### src/rtl/fetch_pkg.sv
// Shared constants and the fetch FSM state type for the instruction-fetch slice.
package fetch_pkg;
    localparam int FETCH_AW  = 8;
    localparam int FETCH_IW  = 16;
    localparam int BUF_DEPTH = 2;

    typedef enum logic [1:0] {
        RUN    = 2'd0,
        HALTED = 2'd1,
        FLUSH  = 2'd2
    } fetch_state_t;
endpackage

### src/rtl/fetch_buf.sv
// Two-entry prefetch FIFO holding {pc, instr}; the head is always entry 0.
module fetch_buf
    import fetch_pkg::*;
#(
    parameter int W = FETCH_AW + FETCH_IW
) (
    input  logic         clk,
    input  logic         rst_n,
    input  logic         push,
    input  logic         pop,
    input  logic         flush,
    input  logic [W-1:0] din,
    output logic [1:0]   count,
    output logic [W-1:0] head
);
    logic [W-1:0] entry_reg  [BUF_DEPTH];
    logic [W-1:0] entry_next [BUF_DEPTH];
    logic [1:0]   count_reg, count_next;
    logic         pop_eff, push_eff, slot;

    assign pop_eff  = pop && (count_reg != 2'd0);
    assign push_eff = push && ((count_reg < 2'd2) || pop_eff);
    // Tail slot as seen after this cycle's pop has shifted the queue down.
    assign slot     = (count_reg == 2'd2) || ((count_reg == 2'd1) && !pop_eff);

    always_comb begin
        count_next = count_reg;
        if (flush) begin
            count_next = 2'd0;
        end else if (push_eff && !pop_eff) begin
            count_next = count_reg + 2'd1;
        end else if (pop_eff && !push_eff) begin
            count_next = count_reg - 2'd1;
        end
    end

    genvar gi;
    generate
        for (gi = 0; gi < BUF_DEPTH; gi++) begin : g_entry
            if (gi < BUF_DEPTH - 1) begin : g_shift
                assign entry_next[gi] = (push_eff && slot == 1'(gi)) ? din :
                                        pop_eff ? entry_reg[gi+1] : entry_reg[gi];
            end else begin : g_last
                assign entry_next[gi] = (push_eff && slot == 1'(gi)) ? din : entry_reg[gi];
            end
        end
    endgenerate

    always_ff @(posedge clk or negedge rst_n) begin
        if (!rst_n) begin
            count_reg <= 2'd0;
            for (int i = 0; i < BUF_DEPTH; i++) begin
                entry_reg[i] <= '0;
            end
        end else begin
            count_reg <= count_next;
            for (int i = 0; i < BUF_DEPTH; i++) begin
                entry_reg[i] <= entry_next[i];
            end
        end
    end

    assign count = count_reg;
    assign head  = entry_reg[0];
endmodule

### src/rtl/fetch_ctrl.sv
// Instruction-fetch controller: PC register, RUN/HALTED/FLUSH FSM and the
// push/pop glue in front of a 2-entry prefetch buffer feeding decode.
module fetch_ctrl
    import fetch_pkg::*;
#(
    parameter int            AW       = FETCH_AW,
    parameter int            IW       = FETCH_IW,
    parameter logic [AW-1:0] RESET_PC = '0
) (
    input  logic          clk,
    input  logic          rst_n,
    output logic [AW-1:0] imem_addr,
    input  logic [IW-1:0] imem_data,
    input  logic          redirect_valid,
    input  logic [AW-1:0] redirect_pc,
    input  logic          halt,
    output logic          id_valid,
    input  logic          id_ready,
    output logic [IW-1:0] id_instr,
    output logic [AW-1:0] id_pc,
    output logic [1:0]    fetch_state
);
    fetch_state_t  state_reg, state_next;
    logic [AW-1:0] pc_reg, pc_next;
    logic [1:0]    count;
    logic          pop, push, fetch_en;

    assign pop = id_valid && id_ready;

    // The flush cycle presents nothing; its closing edge already fetches the
    // redirect target, so a redirect costs a single bubble.
    assign fetch_en = (state_reg != HALTED);
    assign push     = fetch_en && !halt && !redirect_valid && ((count < 2'd2) || pop);

    always_comb begin
        state_next = state_reg;
        if (redirect_valid) begin
            state_next = FLUSH;
        end else begin
            case (state_reg)
                RUN:     if (halt) state_next = HALTED;
                HALTED:  if (!halt) state_next = RUN;
                FLUSH:   state_next = halt ? HALTED : RUN;
                default: state_next = RUN;
            endcase
        end
    end

    always_comb begin
        pc_next = pc_reg;
        if (redirect_valid) begin
            pc_next = redirect_pc;
        end else if (push) begin
            pc_next = pc_reg + AW'(1);
        end
    end

    always_ff @(posedge clk or negedge rst_n) begin
        if (!rst_n) begin
            state_reg <= RUN;
            pc_reg    <= RESET_PC;
        end else begin
            state_reg <= state_next;
            pc_reg    <= pc_next;
        end
    end

    fetch_buf #(
        .W(AW + IW)
    ) u_buf (
        .clk   (clk),
        .rst_n (rst_n),
        .push  (push),
        .pop   (pop && !redirect_valid),
        .flush (redirect_valid),
        .din   ({pc_reg, imem_data}),
        .count (count),
        .head  ({id_pc, id_instr})
    );

    assign id_valid    = (count != 2'd0);
    assign imem_addr   = pc_reg;
    assign fetch_state = state_reg;
endmodule
### config.mk
export PLATFORM = sky130hd
export DESIGN_NAME = fetch_ctrl
export DESIGN_NICKNAME = d
export VERILOG_FILES = /design/src/rtl/fetch_pkg.sv /design/src/rtl/fetch_buf.sv /design/src/rtl/fetch_ctrl.sv
export SDC_FILE = /design/constraint.sdc
export NUM_CORES = 1
export LEC_CHECK = 0
export BUFFER_PORTS_ARGS = -buffer_cell sky130_fd_sc_hd__buf_2
export CORE_UTILIZATION = 55
export DETAILED_ROUTE_END_ITERATION = 12
export PLACE_DENSITY = 0.79
export SYNTH_ARGS = -nofsm -noshare
export SYNTH_HDL_FRONTEND = slang
export SYNTH_SLANG_ARGS = --single-unit
export TNS_END_PERCENT = 20
### constraint.sdc
create_clock -name clk -period 2.9 [get_ports clk]
set_input_delay 0.58 -clock clk [delete_from_list [all_inputs] [get_ports clk]]
set_output_delay 0.58 -clock clk [all_outputs]
set_load 0.05 [all_outputs]
After elaboration in Yosys (flattened, before gate mapping)
Cells that the tools add are included.
Operators by class
  $lt $le $gt $ge: 1
  reduce and logical (&&, ||, !) cells: 25
  equal/unequal tests: 7
  mux-type cells: 12
  add/subtract/negate cells: 3
  bitwise operators: 1
Operators by type and width (number)
  $mux 24: 2
  $mux 8: 2
  $logic_and 1x1->1: 12
  $mux 2: 6
  $add 8x1->8 const B: 1
  $ne 3x3->1 const B: 2
  $pmux 2 s3: 1
  $reduce_bool 2->1: 3
  $eq 2x1->1 const B: 2
  $eq 2x2->1 const B: 2
  $logic_not 1->1: 4
  $logic_or 1x1->1: 3
  $reduce_bool 3->1: 1
  $add 2x1->2 const B: 1
  $logic_not 2->1: 1
  $lt 2x2->1 const B: 1
  $ne 2x1->1 const B: 1
  $reduce_and 2->1: 1
  $sub 2x1->2 const B: 1
  $mux 1: 1
  $not 1->1: 1
Storage, ports and cells
  register bits: 60
  logic and storage cells: 54
  output and inout port bits: 35

Depth between registers and ports, before layout
  word-level depth: 11
  gate-level depth with buffers: 9
  mapped depth without buffers: 6

Hierarchy
A second synthesis with hierarchy kept.
Second synthesis, totals
  cells, all modules: 266
  area total of the unflattened synthesis: 3057.9 um2
By module, submodules not included
  fetch_buf: instances 1, cells each 199, area each 2383.5 um2
  fetch_ctrl: instances 1, cells each 67, area each 674.4 um2

Worst setup path after synthesis
Ideal clock, no wire load.
  kind: register to register
  start point: register u_buf.count_reg[1] (netlist: u_buf.count[1])
  end point: register u_buf.entry_reg, in the netlist u_buf.head[14]
  buffers on the path: 2
  stages on the path, launching flop included: 9
  required time: 2.775 ns
  setup slack: 0.602 ns
  setup time: 0.125 ns
  data arrival time: 2.173 ns
  cell sequence: dfrtp_1 -> inv_1 -> ha_1 -> nand2b_1 -> buf_6 -> nor2_2 -> buf_2 -> mux2_2 -> mux2_2
Between the ends
  cells in the longest elaborated chain, start to end: 10
Ends and longest elaborated chain
  start, declared: RTL line fetch_buf.sv:18  | logic [1:0] count_reg, count_next;
  start signal, assigned: RTL line fetch_buf.sv:56  | count_reg <= count_next;
  $reduce_bool 2->1: RTL line fetch_buf.sv:21, fetch_ctrl.sv:81
  $logic_and 1x1->1: RTL line fetch_ctrl.sv:28  | assign pop = id_valid && id_ready;
  $logic_and 1x1->1: RTL line fetch_ctrl.sv:74  | .pop (pop && !redirect_valid),
  $logic_and 1x1->1: RTL line fetch_buf.sv:21  | assign pop_eff = pop && (count_reg != 2'd0);
  $logic_not 1->1: RTL line fetch_buf.sv:24  | assign slot = (count_reg == 2'd2) || ((count_reg == 2'd1) && !pop_eff);
  $logic_and 1x1->1: RTL line fetch_buf.sv:24
  $logic_or 1x1->1: RTL line fetch_buf.sv:24
  $not 1->1: RTL line fetch_buf.sv:41  | assign entry_next[gi] = (push_eff && slot == 1'(gi)) ? din :
  $logic_and 1x1->1: RTL line fetch_buf.sv:41
  $mux 24 or $reduce_bool 2->1 (tied branches)
  end signal, assigned by index: RTL line fetch_buf.sv:58  | entry_reg[i] <= entry_next[i];
  end, declared: RTL line fetch_buf.sv:16  | logic [W-1:0] entry_reg [BUF_DEPTH];
Parallel ways exist; a longest one is shown, timed or not.
A chain may end at the register's enable or synchronous reset.

Worst setup path after layout
  start point: register u_buf.count_reg[0] (netlist: u_buf.count[0])
  end point: register u_buf.entry_reg[21] (netlist name)
Between the ends
  cells in the longest elaborated chain, start to end: 8
Ends and longest elaborated chain
  $reduce_bool 2->1: RTL line fetch_buf.sv:21, fetch_ctrl.sv:81
  $logic_and 1x1->1: RTL line fetch_ctrl.sv:28
  $logic_and 1x1->1: RTL line fetch_ctrl.sv:74
  $logic_and 1x1->1: RTL line fetch_buf.sv:21
  $logic_not 1->1: RTL line fetch_buf.sv:24
  $logic_and 1x1->1: RTL line fetch_buf.sv:24
  $logic_or 1x1->1: RTL line fetch_buf.sv:24
  $logic_and 1x1->1 (*): RTL line fetch_buf.sv:44  | assign entry_next[gi] = (push_eff && slot == 1'(gi)) ? din : entry_reg[gi];
Every way passes the cells marked *; elsewhere a longest branch is shown, timed or not.

==> results.yml <==
cells_and_area:
  insertedDiodeCount: 0
  syn_to_final_growth_pct: 13.29
  drive_gt1_share_pct: 53.98
  finalNetCount: 317
  final_common_cell: "buf_2"
  nFillCells: 433
  layout_common_cells: "63 x buf_2, 60 x dfrtp_1, 44 x mux2_2"
  fin_util_pct: 64.51
timing:
  finClkSkew_ns: 0.009807
  finalHoldViolations: 0
  setup_viol: 0
  maxSlewHeadroom_pct: 45.94
  finalMaxSlewViolations: 0
  setup_slack_ns: 0.5056
  timing.final.crit_share_pct: 82.56
  rsz0062_at_grt: "false"
  min_period_ns: 2.394
  final.setup.tns_ns: 0
  tightestPinTransition_ns: 0.8108
  fmax_mhz: 417.6
detailed_routing:
  drt_iter0_markers: 57
  routed_via_density: 5.288
  wire_per_inst_um: 15.01
  wl_um: 5418
  ant_nets: 0
  drc: 0
  vias: 1909
  dr.pass1.iters: 4
clocking:
  clk_pin_slew_ns: 0.07
  holdBufCountCts: 0
  cts.path.max_buffers: 2
  clkLatencyLatePin_ns: 0.34
  ctsResizeCount: 0
  cts-buffers-inserted: 9
  numClockSinks: 60
  tritoncts: "yes"
  root_buffer: "clkbuf_8"
  cts_max_level: 3
  postCtsSetupBuffers: 0
placed_design:
  io_buffer_count: 63
  post-place-ws_ns: 0.5325
  post-dp-hpwl_um: 3738
  gp_congestion: 0.8848
logic_synthesis:
  synth_top_family_by_area: "multiplexers"
  synth.area.mux_share_pct: 28.25
  synthTopCellsByArea: "dfrtp_1 48%, mux2_2 16%, mux2_4 9.6%"
  synth_edf_count: 0
  synth_cell_types: 39
  ys.flop_type: "dfrtp_1"
  synth_xor_area_share_pct: 0.8380
  postSynthAreaPerCell_um2: 13.12
  syn_inst: 239
  async_flop_share_pct: 100.0
  synth_fp_nets: 272
  synth_top_area_cell: "dfrtp_1"
  synthSimpleGateAreaFrac_pct: 5.427
  synthAdderAreaFrac_pct: 1.596
  synth_top_area_share_pct: 47.89
  syn_area_um2: 3136
  synth_warnings: 0
  ys_ff_latch: 60
  ys_seq_area_share_pct: 47.89
  synth_compound_area_share_pct: 6.305
status:
  outcome: "complete, no violations"
critical_path:
  crit_fanout: 24
  worst-setup-path-type: "reg2reg"
  crit_arrival_ns: 2.61
  start_kind: "flip-flop"
  required_ns: 3.12
  endpoint_kind: "flip-flop"
grt:
  grt_antenna_before_repair: 0
  grt_pass1_wl_um: 9328
  grt_pass1_vias: 1924
  grt.overflow.total: 0
  grt_start_max_net_pins: 38
  grtUsageTotal_pct: 20.64
die:
  start_util_pct: 56.94
  core_area_um2: 5507
  rows: 27
  dieArea_um2: 6007
  die_height_um: 77.51
  pin_count: 64
  die_w_um: 77.51
power_and_ir_drop:
  finalPower_mw: 3.940
  ir_drop_uv: 516.8
  pwr_density_cell_nw_per_um2: 1109
  p_leak_nw: 1.657
job:
  drv_cap: 0
hold_path:
  hp-class: "in2async"
## stage by stage
step | cell area (um^2) | hold WS (ns) | cells
3_3_place_gp | 3336 | 0.4891 | 345
5_1_grt | 3552 | 0.3751 | 361
6_report | 3552 | 0.3312 | 361
4_1_cts | 3552 | 0.3561 | 361
2_1_floorplan | 3136 | 0.2844 | 239
3_5_place_dp | 3336 | 0.4903 | 345
## path summary, 6_finish.rpt
check	start	end	slack (ns)	depth (start not counted)
worst max-delay path	u_buf.count[0]$_DFFE_PN0P_	u_buf.entry_reg[21]$_DFFE_PN0P_	0.51	7
min in group clk	redirect_pc[1]	imem_addr[1]$_DFFE_PN0P_	0.44	3
worst max register to register	u_buf.count[0]$_DFFE_PN0P_	u_buf.entry_reg[21]$_DFFE_PN0P_	0.51	7
worst min-delay path	rst_n	u_buf.head[11]$_DFFE_PN0P_	0.33	1
max in group asynchronous	rst_n	u_buf.entry_reg[21]$_DFFE_PN0P_	1.86	2
worst min register to register	u_buf.entry_reg[20]$_DFFE_PN0P_	u_buf.entry_reg[20]$_DFFE_PN0P_	0.51	1
## synthesized netlist by cell type, types with 2 or more instances
| library cell | n |
|---|---|
| a2111oi_4 | 2 |
| a31oi_1 | 4 |
| xnor2_1 | 3 |
| nand2_1 | 9 |
| buf_12 | 2 |
| inv_1 | 9 |
| mux2i_1 | 9 |
| clkbuf_1 | 3 |
| mux2_4 | 20 |
| buf_2 | 4 |
| nor2_1 | 5 |
| nor3_1 | 2 |
| nand3_1 | 5 |
| mux2_2 | 44 |
| nor2b_1 | 2 |
| ha_1 | 4 |
| buf_4 | 25 |
| dfrtp_1 | 60 |
| o21ai_0 | 7 |
## power by group
part | switching (mW) | total, mW | internal [mW]
logic | 1.04 | 1.74 | 0.695
clock network | 0.333 | 0.816 | 0.483
registers | 0.193 | 1.39 | 1.19
## critical path: stages, from the launching register on
cell and delay [ns]:
dfrtp_1 0.38, inv_1 0.09, ha_1 0.23, nand2b_1 0.38, a211oi_4 0.40, nor2b_4 0.21
buf_12 0.21, mux2_2 0.36
## metal layers
metal | global-route usage [%] | vias to the layer above | part of all wire (%)
li1 | - | 902 | -
met1 | 28.13 | 939 | 47
met2 | 29.56 | 56 | 45
met3 | 7.412 | 12 | 5.6
met4 | 8.868 | 0 | 2.0
met5 | 0 | - | 0
## area by class of cell
class	count	area, um^2	share of cell area (%)
inverters	9	33.78	0.9510
multi-input cells	135	1338	37.65
flip-flops and latches	60	1501	42.27
clock inverters	6	88.84	2.501
repair buffers	69	372.9	10.50
clock buffers	10	127.6	3.593
well taps	72	90.09	2.536
## kinds of logic (layout without fill, tap and decap cells)
group	after synthesis	after routing
adder cells (fa/ha/maj)	4	4
AND/OR/NAND/NOR	33	33
multiplexers	73	73
buffers and inverters	44	94
flip-flops	60	60
XOR/XNOR	3	3
AO/OA/AOI/OAI	22	22
Power figures use the tool's default switching activity.
